**config.mk**
```make
export PLATFORM = sky130hd
export DESIGN_NAME = tape_port
export DESIGN_NICKNAME = d
export VERILOG_FILES = /design/src/rtl/tape_pkg.sv /design/src/rtl/tape_fifo.sv /design/src/rtl/tape_port.sv
export SDC_FILE = /design/constraint.sdc
export NUM_CORES = 1
export LEC_CHECK = 0
export BUFFER_PORTS_ARGS = -buffer_cell sky130_fd_sc_hd__buf_2
export CAP_MARGIN = 20
export CORE_MARGIN = 4
export CORE_UTILIZATION = 40
export DETAILED_ROUTE_END_ITERATION = 8
export SYNTH_ARGS = -nofsm -noshare
export SYNTH_HDL_FRONTEND = slang
export SYNTH_SLANG_ARGS = --single-unit
```
**constraint.sdc**
```tcl
create_clock -name CLK -period 3.4 [get_ports CLK]
set_clock_uncertainty 0.15 [all_clocks]
set_input_delay 0 -clock CLK [delete_from_list [all_inputs] [get_ports CLK]]
set_output_delay 0 -clock CLK [all_outputs]
set_load 0.01 [all_outputs]
```
**src/rtl/tape_pkg.sv**
```systemverilog
// Shared definitions for the A1h tape port: serializer state encoding,
// status-byte bit positions and the decoder port address.
package tape_pkg;

   typedef enum logic [1:0] {
      ST_IDLE  = 2'd0,
      ST_LOAD  = 2'd1,
      ST_HALF1 = 2'd2,
      ST_HALF2 = 2'd3
   } tape_state_e;

   localparam int TAPE_BIT_IN = 0;
   localparam int UNDERRUN    = 5;
   localparam int EMPTY       = 6;
   localparam int BUSY        = 7;

   localparam logic [7:0] TAPE_PORT_ADDR = 8'hA1;

   function automatic logic [7:0] tape_status(input logic st_tape_in,
                                               input logic st_underrun,
                                               input logic st_empty,
                                               input logic st_busy);
      logic [7:0] s;
      s              = 8'h00;
      s[TAPE_BIT_IN] = st_tape_in;
      s[UNDERRUN]    = st_underrun;
      s[EMPTY]       = st_empty;
      s[BUSY]        = st_busy;
      return s;
   endfunction

endpackage

```
**src/rtl/tape_fifo.sv**
```systemverilog
// Synchronous FIFO for playback bytes. Push and pop in the same cycle keep the
// occupancy unchanged even when full or empty (empty case passes data through).
module tape_fifo #(
   parameter int DEPTH_LOG2 = 2,
   parameter int WIDTH      = 8
) (
   input  logic             CLK,
   input  logic             RESET,
   input  logic             push,
   input  logic [WIDTH-1:0] wr_data,
   input  logic             pop,
   output logic [WIDTH-1:0] rd_data,
   output logic             full,
   output logic             empty
);

   localparam int DEPTH = 1 << DEPTH_LOG2;
   localparam logic [DEPTH_LOG2:0] DEPTH_CNT = (DEPTH_LOG2 + 1)'(DEPTH);

   logic [DEPTH_LOG2-1:0] wr_ptr_q, wr_ptr_d;
   logic [DEPTH_LOG2-1:0] rd_ptr_q, rd_ptr_d;
   logic [DEPTH_LOG2:0]   count_q, count_d;
   logic [WIDTH-1:0]      mem_q [DEPTH];
   logic [WIDTH-1:0]      mem_d [DEPTH];
   logic                  do_push, do_pop;

   assign full    = (count_q == DEPTH_CNT);
   assign empty   = (count_q == '0);
   assign do_push = push && (!full || pop);
   assign do_pop  = pop && (!empty || push);
   assign rd_data = empty ? wr_data : mem_q[rd_ptr_q];

   always_comb begin
      mem_d    = mem_q;
      wr_ptr_d = wr_ptr_q;
      rd_ptr_d = rd_ptr_q;
      count_d  = count_q;
      if (do_push) begin
         mem_d[wr_ptr_q] = wr_data;
         wr_ptr_d        = wr_ptr_q + 1'b1;
      end
      if (do_pop) begin
         rd_ptr_d = rd_ptr_q + 1'b1;
      end
      case ({do_push, do_pop})
         2'b10:   count_d = count_q + 1'b1;
         2'b01:   count_d = count_q - 1'b1;
         default: count_d = count_q;
      endcase
   end

   always_ff @(posedge CLK) begin
      if (RESET) begin
         wr_ptr_q <= '0;
         rd_ptr_q <= '0;
         count_q  <= '0;
      end else begin
         wr_ptr_q <= wr_ptr_d;
         rd_ptr_q <= rd_ptr_d;
         count_q  <= count_d;
      end
   end

   always_ff @(posedge CLK) begin
      mem_q <= mem_d;
   end

endmodule

```
**src/rtl/tape_port.sv**
```systemverilog
// Tape I/O device at port A1h: biphase playback of host bytes on tape-in and
// pulse-length measurement of CPU-driven tape-out for recording.
module tape_port
   import tape_pkg::*;
#(
   parameter logic [15:0] HALF_PERIOD     = 16'd250,
   parameter int          FIFO_DEPTH_LOG2 = 2
) (
   input  logic        CLK,
   input  logic        RESET,
   input  logic        SEL_TAPE,
   input  logic        RD,
   input  logic        WR,
   input  logic [7:0]  DI,
   output logic [7:0]  DO,
   input  logic [7:0]  PB_DATA,
   input  logic        PB_VALID,
   output logic        PB_READY,
   output logic [15:0] REC_LEN,
   output logic        REC_LEVEL,
   output logic        REC_VALID,
   output tape_state_e DBG_STATE
);

   tape_state_e state_q, state_d;
   logic [7:0]  shift_q, shift_d;
   logic [2:0]  bit_idx_q, bit_idx_d;
   logic [15:0] half_cnt_q, half_cnt_d;
   logic        underrun_q, underrun_d;
   logic        tape_out_q, tape_out_d;
   logic [15:0] rec_cnt_q, rec_cnt_d;
   logic [15:0] rec_len_q, rec_len_d;
   logic        rec_level_q, rec_level_d;
   logic        rec_valid_q, rec_valid_d;

   logic        fifo_full, fifo_empty, fifo_pop, fifo_push;
   logic [7:0]  fifo_rdata;
   logic        underrun_set, half_done, tape_in, busy;
   logic        cpu_wr, cpu_rd;

   // Playback handshake: a byte transfers on any cycle where PB_VALID and
   // PB_READY are both high; PB_READY depends only on FIFO occupancy.
   assign PB_READY  = !fifo_full;
   assign fifo_push = PB_VALID && PB_READY;

   tape_fifo #(
      .DEPTH_LOG2 (FIFO_DEPTH_LOG2),
      .WIDTH      (8)
   ) u_fifo (
      .CLK     (CLK),
      .RESET   (RESET),
      .push    (fifo_push),
      .wr_data (PB_DATA),
      .pop     (fifo_pop),
      .rd_data (fifo_rdata),
      .full    (fifo_full),
      .empty   (fifo_empty)
   );

   assign half_done = (half_cnt_q == HALF_PERIOD - 16'd1);

   always_ff @(posedge CLK) begin
      if (RESET) begin
         state_q     <= ST_IDLE;
         shift_q     <= 8'h00;
         bit_idx_q   <= 3'd0;
         half_cnt_q  <= 16'd0;
         underrun_q  <= 1'b0;
         tape_out_q  <= 1'b0;
         rec_cnt_q   <= 16'd0;
         rec_len_q   <= 16'd0;
         rec_level_q <= 1'b0;
         rec_valid_q <= 1'b0;
      end else begin
         state_q     <= state_d;
         shift_q     <= shift_d;
         bit_idx_q   <= bit_idx_d;
         half_cnt_q  <= half_cnt_d;
         underrun_q  <= underrun_d;
         tape_out_q  <= tape_out_d;
         rec_cnt_q   <= rec_cnt_d;
         rec_len_q   <= rec_len_d;
         rec_level_q <= rec_level_d;
         rec_valid_q <= rec_valid_d;
      end
   end

   always_comb begin
      state_d      = state_q;
      shift_d      = shift_q;
      bit_idx_d    = bit_idx_q;
      half_cnt_d   = half_cnt_q;
      underrun_set = 1'b0;
      case (state_q)
         ST_IDLE: begin
            if (!fifo_empty) state_d = ST_LOAD;
         end
         ST_LOAD: begin
            shift_d    = fifo_rdata;
            bit_idx_d  = 3'd7;
            half_cnt_d = 16'd0;
            state_d    = ST_HALF1;
         end
         ST_HALF1: begin
            if (half_done) begin
               half_cnt_d = 16'd0;
               state_d    = ST_HALF2;
            end else begin
               half_cnt_d = half_cnt_q + 16'd1;
            end
         end
         ST_HALF2: begin
            if (half_done) begin
               half_cnt_d = 16'd0;
               if (bit_idx_q != 3'd0) begin
                  bit_idx_d = bit_idx_q - 3'd1;
                  shift_d   = {shift_q[6:0], 1'b0};
                  state_d   = ST_HALF1;
               end else if (!fifo_empty) begin
                  state_d = ST_LOAD;
               end else begin
                  underrun_set = 1'b1;
                  state_d      = ST_IDLE;
               end
            end else begin
               half_cnt_d = half_cnt_q + 16'd1;
            end
         end
         default: state_d = ST_IDLE;
      endcase
   end

   // Biphase cell: first half carries the inverted bit, second half the bit.
   always_comb begin
      tape_in  = 1'b0;
      fifo_pop = (state_q == ST_LOAD);
      busy     = (state_q != ST_IDLE);
      case (state_q)
         ST_HALF1: tape_in = ~shift_q[7];
         ST_HALF2: tape_in = shift_q[7];
         default:  tape_in = 1'b0;
      endcase
   end

   assign cpu_wr = SEL_TAPE && WR;
   assign cpu_rd = SEL_TAPE && RD;

   always_comb begin
      tape_out_d  = cpu_wr ? DI[0] : tape_out_q;
      underrun_d  = underrun_q;
      if (cpu_wr && DI[7]) underrun_d = 1'b0;
      if (underrun_set)    underrun_d = 1'b1;

      rec_valid_d = 1'b0;
      rec_len_d   = rec_len_q;
      rec_level_d = rec_level_q;
      rec_cnt_d   = (rec_cnt_q == 16'hFFFF) ? rec_cnt_q : rec_cnt_q + 16'd1;
      // Only a real level change closes a pulse; rewriting the same level
      // keeps the pulse running.
      if (cpu_wr && (DI[0] != tape_out_q)) begin
         rec_valid_d = 1'b1;
         rec_len_d   = rec_cnt_q;
         rec_level_d = tape_out_q;
         rec_cnt_d   = 16'd1;
      end
   end

   always_comb begin
      DO = 8'h00;
      if (cpu_rd) DO = tape_status(tape_in, underrun_q, fifo_empty, busy);
   end

   assign REC_LEN   = rec_len_q;
   assign REC_LEVEL = rec_level_q;
   assign REC_VALID = rec_valid_q;
   assign DBG_STATE = state_q;

endmodule

```
---- Yosys cells after proc, flatten, opt, wreduce, memory -nomap -nowiden ----
Index checks and enable logic that the tools add are counted.
operators by class
  add/subtract/negate cells ............... 7
  $lt $le $gt $ge ......................... 3
  equal/unequal tests ..................... 14
  multiplexer cells ....................... 33
  bitwise logic cells ..................... 3
  reductions and logical operators ........ 24
operators by type and width
  kind                                                                number
  8-bit two-way mux                                                   7
  16-bit by 1-bit adder with 16-bit output, second input constant     2
  32-bit bitwise mux                                                  1
  16-bit case mux with 2 select lines                                 1
  8-bit binary-select mux with 2-bit select                           1
  8-bit demux with 2-bit select                                       1
  16-bit == test, second input constant                               1
  16-bit by 8-bit == test with 1-bit output, second input constant    1
  16-bit two-way mux                                                  1
  8-bit case mux with 2 select lines                                  1
  3-bit case mux with 2 select lines                                  2
  1-bit two-way mux                                                   10
  2-bit nonzero test                                                  5
  1-bit logical AND                                                   8
  2-bit two-way mux                                                   4
  2-bit inequality test, second input constant                        4
  2-bit case mux with 4 select lines                                  1
  2-bit == test, second input constant                                3
  3-bit >= comparator, second input constant                          2
  3-bit two-way mux                                                   2
  2-bit NOT with 3-bit output                                         2
  3-bit AND reduction                                                 2
  3-bit by 1-bit subtractor with 3-bit output, second input constant  2
  2-bit by 1-bit adder with 2-bit output, second input constant       2
  other kinds (14)                                                    18
storage, ports and cells
  register bits ........................... 104
  input bits .............................. 22
  output and inout bits ................... 29
  logic and storage cells ................. 102

---- Longest topological paths before layout ----
  depth in word-level cells ............... 7
  depth in mapped cells ................... 10
  mapped depth without buffers ............ 9

---- Cells and area by module ----
Synthesis repeated with hierarchy kept, for this count alone.
second synthesis, totals
  cell total of the unflattened synthesis .. 489
  area, all modules ....................... 4973.5 um^2
modules (own cells, without submodules)
  module     instances  cells each  area an instance (um^2)
  tape_port  1          387         3261.9
  tape_fifo  1          102         1711.6

---- Worst setup path before layout ----
OpenSTA, ideal clock, no wires.
  kind .................................... flip-flop to flip-flop
  from .................................... reg u_fifo.count_q[0]
  to ...................................... reg u_fifo.count_q[2]
  setup time .............................. 0.070 ns
  arrival time ............................ 2.217 ns
  path slack .............................. 0.962 ns
  cell stages (with the launch flop) ...... 10
  period minus slack after synthesis ...... 2.438 ns
  cell sequence ........................... dfxtp_1 -> or3b_1 -> and2_1 -> inv_1 -> ha_1 -> inv_1 -> fa_1 -> xor2_1 -> or3_1 -> a21oi_1
between the ends
  word-level cells in the longest chain between the ends .. 7
RTL lines
  element                                                                           line             text
  from (decl)                                                                       tape_fifo.sv:22  logic [DEPTH_LOG2:0] count_q, count_d;
  from (signal assigned)                                                            tape_fifo.sv:60  count_q <= count_d;
  3-bit == test *                                                                   tape_fifo.sv:27  assign full = (count_q == DEPTH_CNT);
  1-bit zero test *                                                                 tape_port.sv:43  assign PB_READY = !fifo_full;
  via PB_READY                                                                      tape_port.sv:18  output logic PB_READY,
  1-bit logical AND                                                                 tape_port.sv:44  assign fifo_push = PB_VALID && PB_READY;
  1-bit logical OR                                                                  tape_fifo.sv:30  assign do_pop = pop && (!empty || push);
  1-bit logical AND                                                                 tape_fifo.sv:30
  2-bit by 1-bit == test with 1-bit output / 2-bit == test (equally long branches)  tape_fifo.sv:45  case ({do_push, do_pop})
  3-bit case mux with 2 select lines / 2-bit nonzero test (equally long branches)   -
Mark *: on every way through the listed nets, which the timed path passes. The rest lies on a longest branch.
A chain may end at the register's enable or synchronous reset.

---- Final worst setup path ----
  from .................................... reg half_cnt_q[8]
  to ...................................... reg shift_q[5]
between the ends
  word-level cells in the longest chain between the ends .. 3
RTL lines
  element                                    line             text
  from (decl)                                tape_port.sv:28  logic [15:0] half_cnt_q, half_cnt_d;
  from (signal assigned)                     tape_port.sv:78  half_cnt_q <= half_cnt_d;
  16-bit by 8-bit == test with 1-bit output  tape_port.sv:60  assign half_done = (half_cnt_q == HALF_PERIOD - 16'd1);
  2-bit inequality test (no line)            -
  3-bit AND reduction (no line)              -
  to (signal assigned)                       tape_port.sv:76  shift_q <= shift_d;
  to (decl)                                  tape_port.sv:26  logic [7:0] shift_q, shift_d;
Every way passes these cells.

==> results.ini <==
[routing]
wl_per_cell_um=15.51
drt_first_iter_violations=227
wl_met2_um=5002
first_pass_iters=4
maxUsedRoutingLayer=met4
drc=0
detail-route-antenna-nets=0
vias_per_cell=5.512
wl_um=10650
vias=3787
route.met3.wl_um=453
wl_met1_um=5074

[floorplanning]
io_pins=51
start_util_pct=41.68
core_um2=11660
dieArea_um2=13980
die_w_um=118.2
core.rowCount=39
die_y_um=118.2

[layout]
fin_util_pct=47.88
nNetsFinal=572
stdcell_count=687
area_growth_pct=14.88
antenna_cells=0
fillers=1088
drive_gt1_share_pct=14.15
final_cell_area_um2=5584

[placement]
dp_cells=660
hpwl_um=7204
post-place-ws_ns=0.8018
port-buffer-count=40
placed_cell_area_um2=5150
globalplace.congestion=0.7721

[worst_setup_path]
arrival_ns=2.68
crit_family=simple AND/OR/NAND/NOR gates
r2r-start=half_cnt_q[8]
worst-path-max-fanout=12
reg2reg_slack_ns=0.81
critPathLaunch=half_cnt_q[8]
crit_required_ns=3.49
critPathBufInv=0
critPathLaunchType=flop
worstSetupPathType=flop to flop
cp_slowest_cell=nor4_4
crit_chain=or4_4 > nor4_4 > mux2i_1 > a2111oi_1
slowest_delay_ns=0.77
end_kind=flop

[grt]
antenna_found_initial=0
grt_pass1_vias=3543
grt_start_max_net_pins=50
grt-ovfl-total=0
grt_pass1_wl_um=17800
grtUsageTotal_pct=15.62

[sta]
fin_ws_ns=0.8096
hold_violations=0
tns_ns=0
worstMarginPinSlew_ns=0.8958
rsz0062_at_grt=no
fin_crit_sh_pct=76.19
setup_viol=0
maxSlewHeadroom_pct=40.28
timing.fmax_mhz=386.0
drv_slew=0
post-route-min-period_ns=2.590
whs_ns=0.01324

[yosys]
synth_top_flop_cell=dfxtp_1
postSynthRegisterBits=104
synth_adder_area_share_pct=2.986
ys_seq_area_share_pct=49.42
synth_top_family_by_area=simple AND/OR/NAND/NOR gates
ys_async_sr_fraction_pct=0
yosysUniqueCellTypes=55
syn_area_per_cell_um2=9.761
synth_edf_count=32
synthMuxAreaShare_pct=6.409
yosys.area_share.simple_pct=20.54
synth-xor-area-share_pct=1.261
yosysWarningCount=0
netlist_instances=498
synth-compound-area-share_pct=15.29
syn_area_um2=4861

[worst_hold_path]
hp-start=SEL_TAPE
hold_class=primary input to flop

[job]
max-cap-violations=0

[clocking]
clock_sinks=104
clk_latency_ns=0.36
cts_tree=yes
clockBufferDepth=2
clkTransAtPathRegs_ns=0.08
ctsResizeCount=0
cts_root_buf=clkbuf_16
numCtsBuffers=9
htreeDepth=3

[power]
max-vdd-ir-drop_uv=474.5
leakagePower_nw=1.945
power.density_nw_per_um2=601.8
p_total_mw=3.361

[status]
status=finished clean

-- cell families after synthesis --
| group | Yosys count |
|---|---|
| AOI/OAI and AO/OA | 118 |
| xor gates and xnor gates | 7 |
| adders and majority gates | 11 |
| buffers and inverters | 44 |
| DFF | 104 |
| muxes | 21 |
| other | 1 |
| and+or+nand+nor | 192 |
-- power breakdown --
| part | internal [mW] | switching (mW) |
|---|---|---|
| registers | 1.40 | 0.138 |
| clock network | 0.541 | 0.547 |
| logic | 0.311 | 0.420 |
| total | 2.25 | 1.11 |
-- cell usage after synthesis, types with 10 or more instances --
cell      instances  share of area, %
o21ai_0          14               1.4
clkbuf_1         20               1.5
inv_1            15               1.2
edfxtp_1         32                20
mux2i_1          12               2.5
dfxtp_1          72                30
nor2_1           27               2.1
ha_1             10               2.6
a21oi_1          50               5.1
nand2_1          67               5.2
nand3_1          16               1.6
a31oi_1          14               1.8
nand4_1          10               1.3
-- state kept, by name, summed over array words and instances, names as in the netlist --
signal / count
tape_out_q: 1
u_fifo.mem_q: 32
REC_LEVEL: 1
bit_idx_q: 3
shift_q: 8
DBG_STATE: 2
underrun_q: 1
u_fifo.wr_ptr_q: 2
half_cnt_q: 16
REC_VALID: 1
u_fifo.rd_ptr_q: 2
rec_cnt_q: 16
REC_LEN: 16
u_fifo.count_q: 3
-- timing repair --
item                      in CTS  in global routing
hold endpoints to repair      37                  0
hold buffers                  11                  0
buffers inserted               0                  0
-- metal layers --
metal  track usage, %  vias to the layer above
li1                 -                     1913
met1            21.05                     1799
met2            25.08                       65
met5                0                        -
met4            3.810                        0
met3            4.250                       10
-- worst reg2reg max path, stage by stage, from the launching register on --
cell and delay [ns]:
dfxtp_1 0.40, or4_4 0.61, nor4_4 0.77, mux2i_1 0.16, a2111oi_1 0.40
-- cell usage in the layout (no fill, tap or decap), types with 4 or more instances in the layout --
master         instances
a21oi_1               50
buf_2                 40
xor2_1                 5
nor4_1                 6
clkbuf_16              9
a211oi_1               9
inv_1                 15
a31oi_1               14
buf_4                  5
ha_1                  10
nand3b_1               9
and2_1                 7
and4_1                 4
dlygate4sd3_1         11
nor3_1                 8
nor2_1                27
mux4_2                 8
nand2_1               67
nand4_1               10
and3_1                 9
or3_1                  7
conb_1                 4
dfxtp_1               72
or4_1                  4
edfxtp_1              32
nand3_1               16
a21o_1                 8
o21ai_0               14
mux2i_1               12
nand2b_1               8
-- final cells by class --
type	count	area, um2	area share, %
Inverter	15	56.30	1.008
Tap cell	143	178.9	3.204
Multi-Input combinational cell	353	2275	40.73
Clock buffer	9	225.2	4.033
Clock inverter	7	98.84	1.770
Sequential cell	104	2402	43.02
Timing Repair Buffer	56	347.8	6.229
-- final timing paths --
| path | end | cells past startpoint |
|---|---|---|
| max reg2reg | shift_q[5] | 4 |
| max | shift_q[5] | 4 |
| min reg2reg | REC_LEN[11] | 2 |
| min | tape_out_q | 4 |
Note: power is estimated with default switching activity, not from simulation.
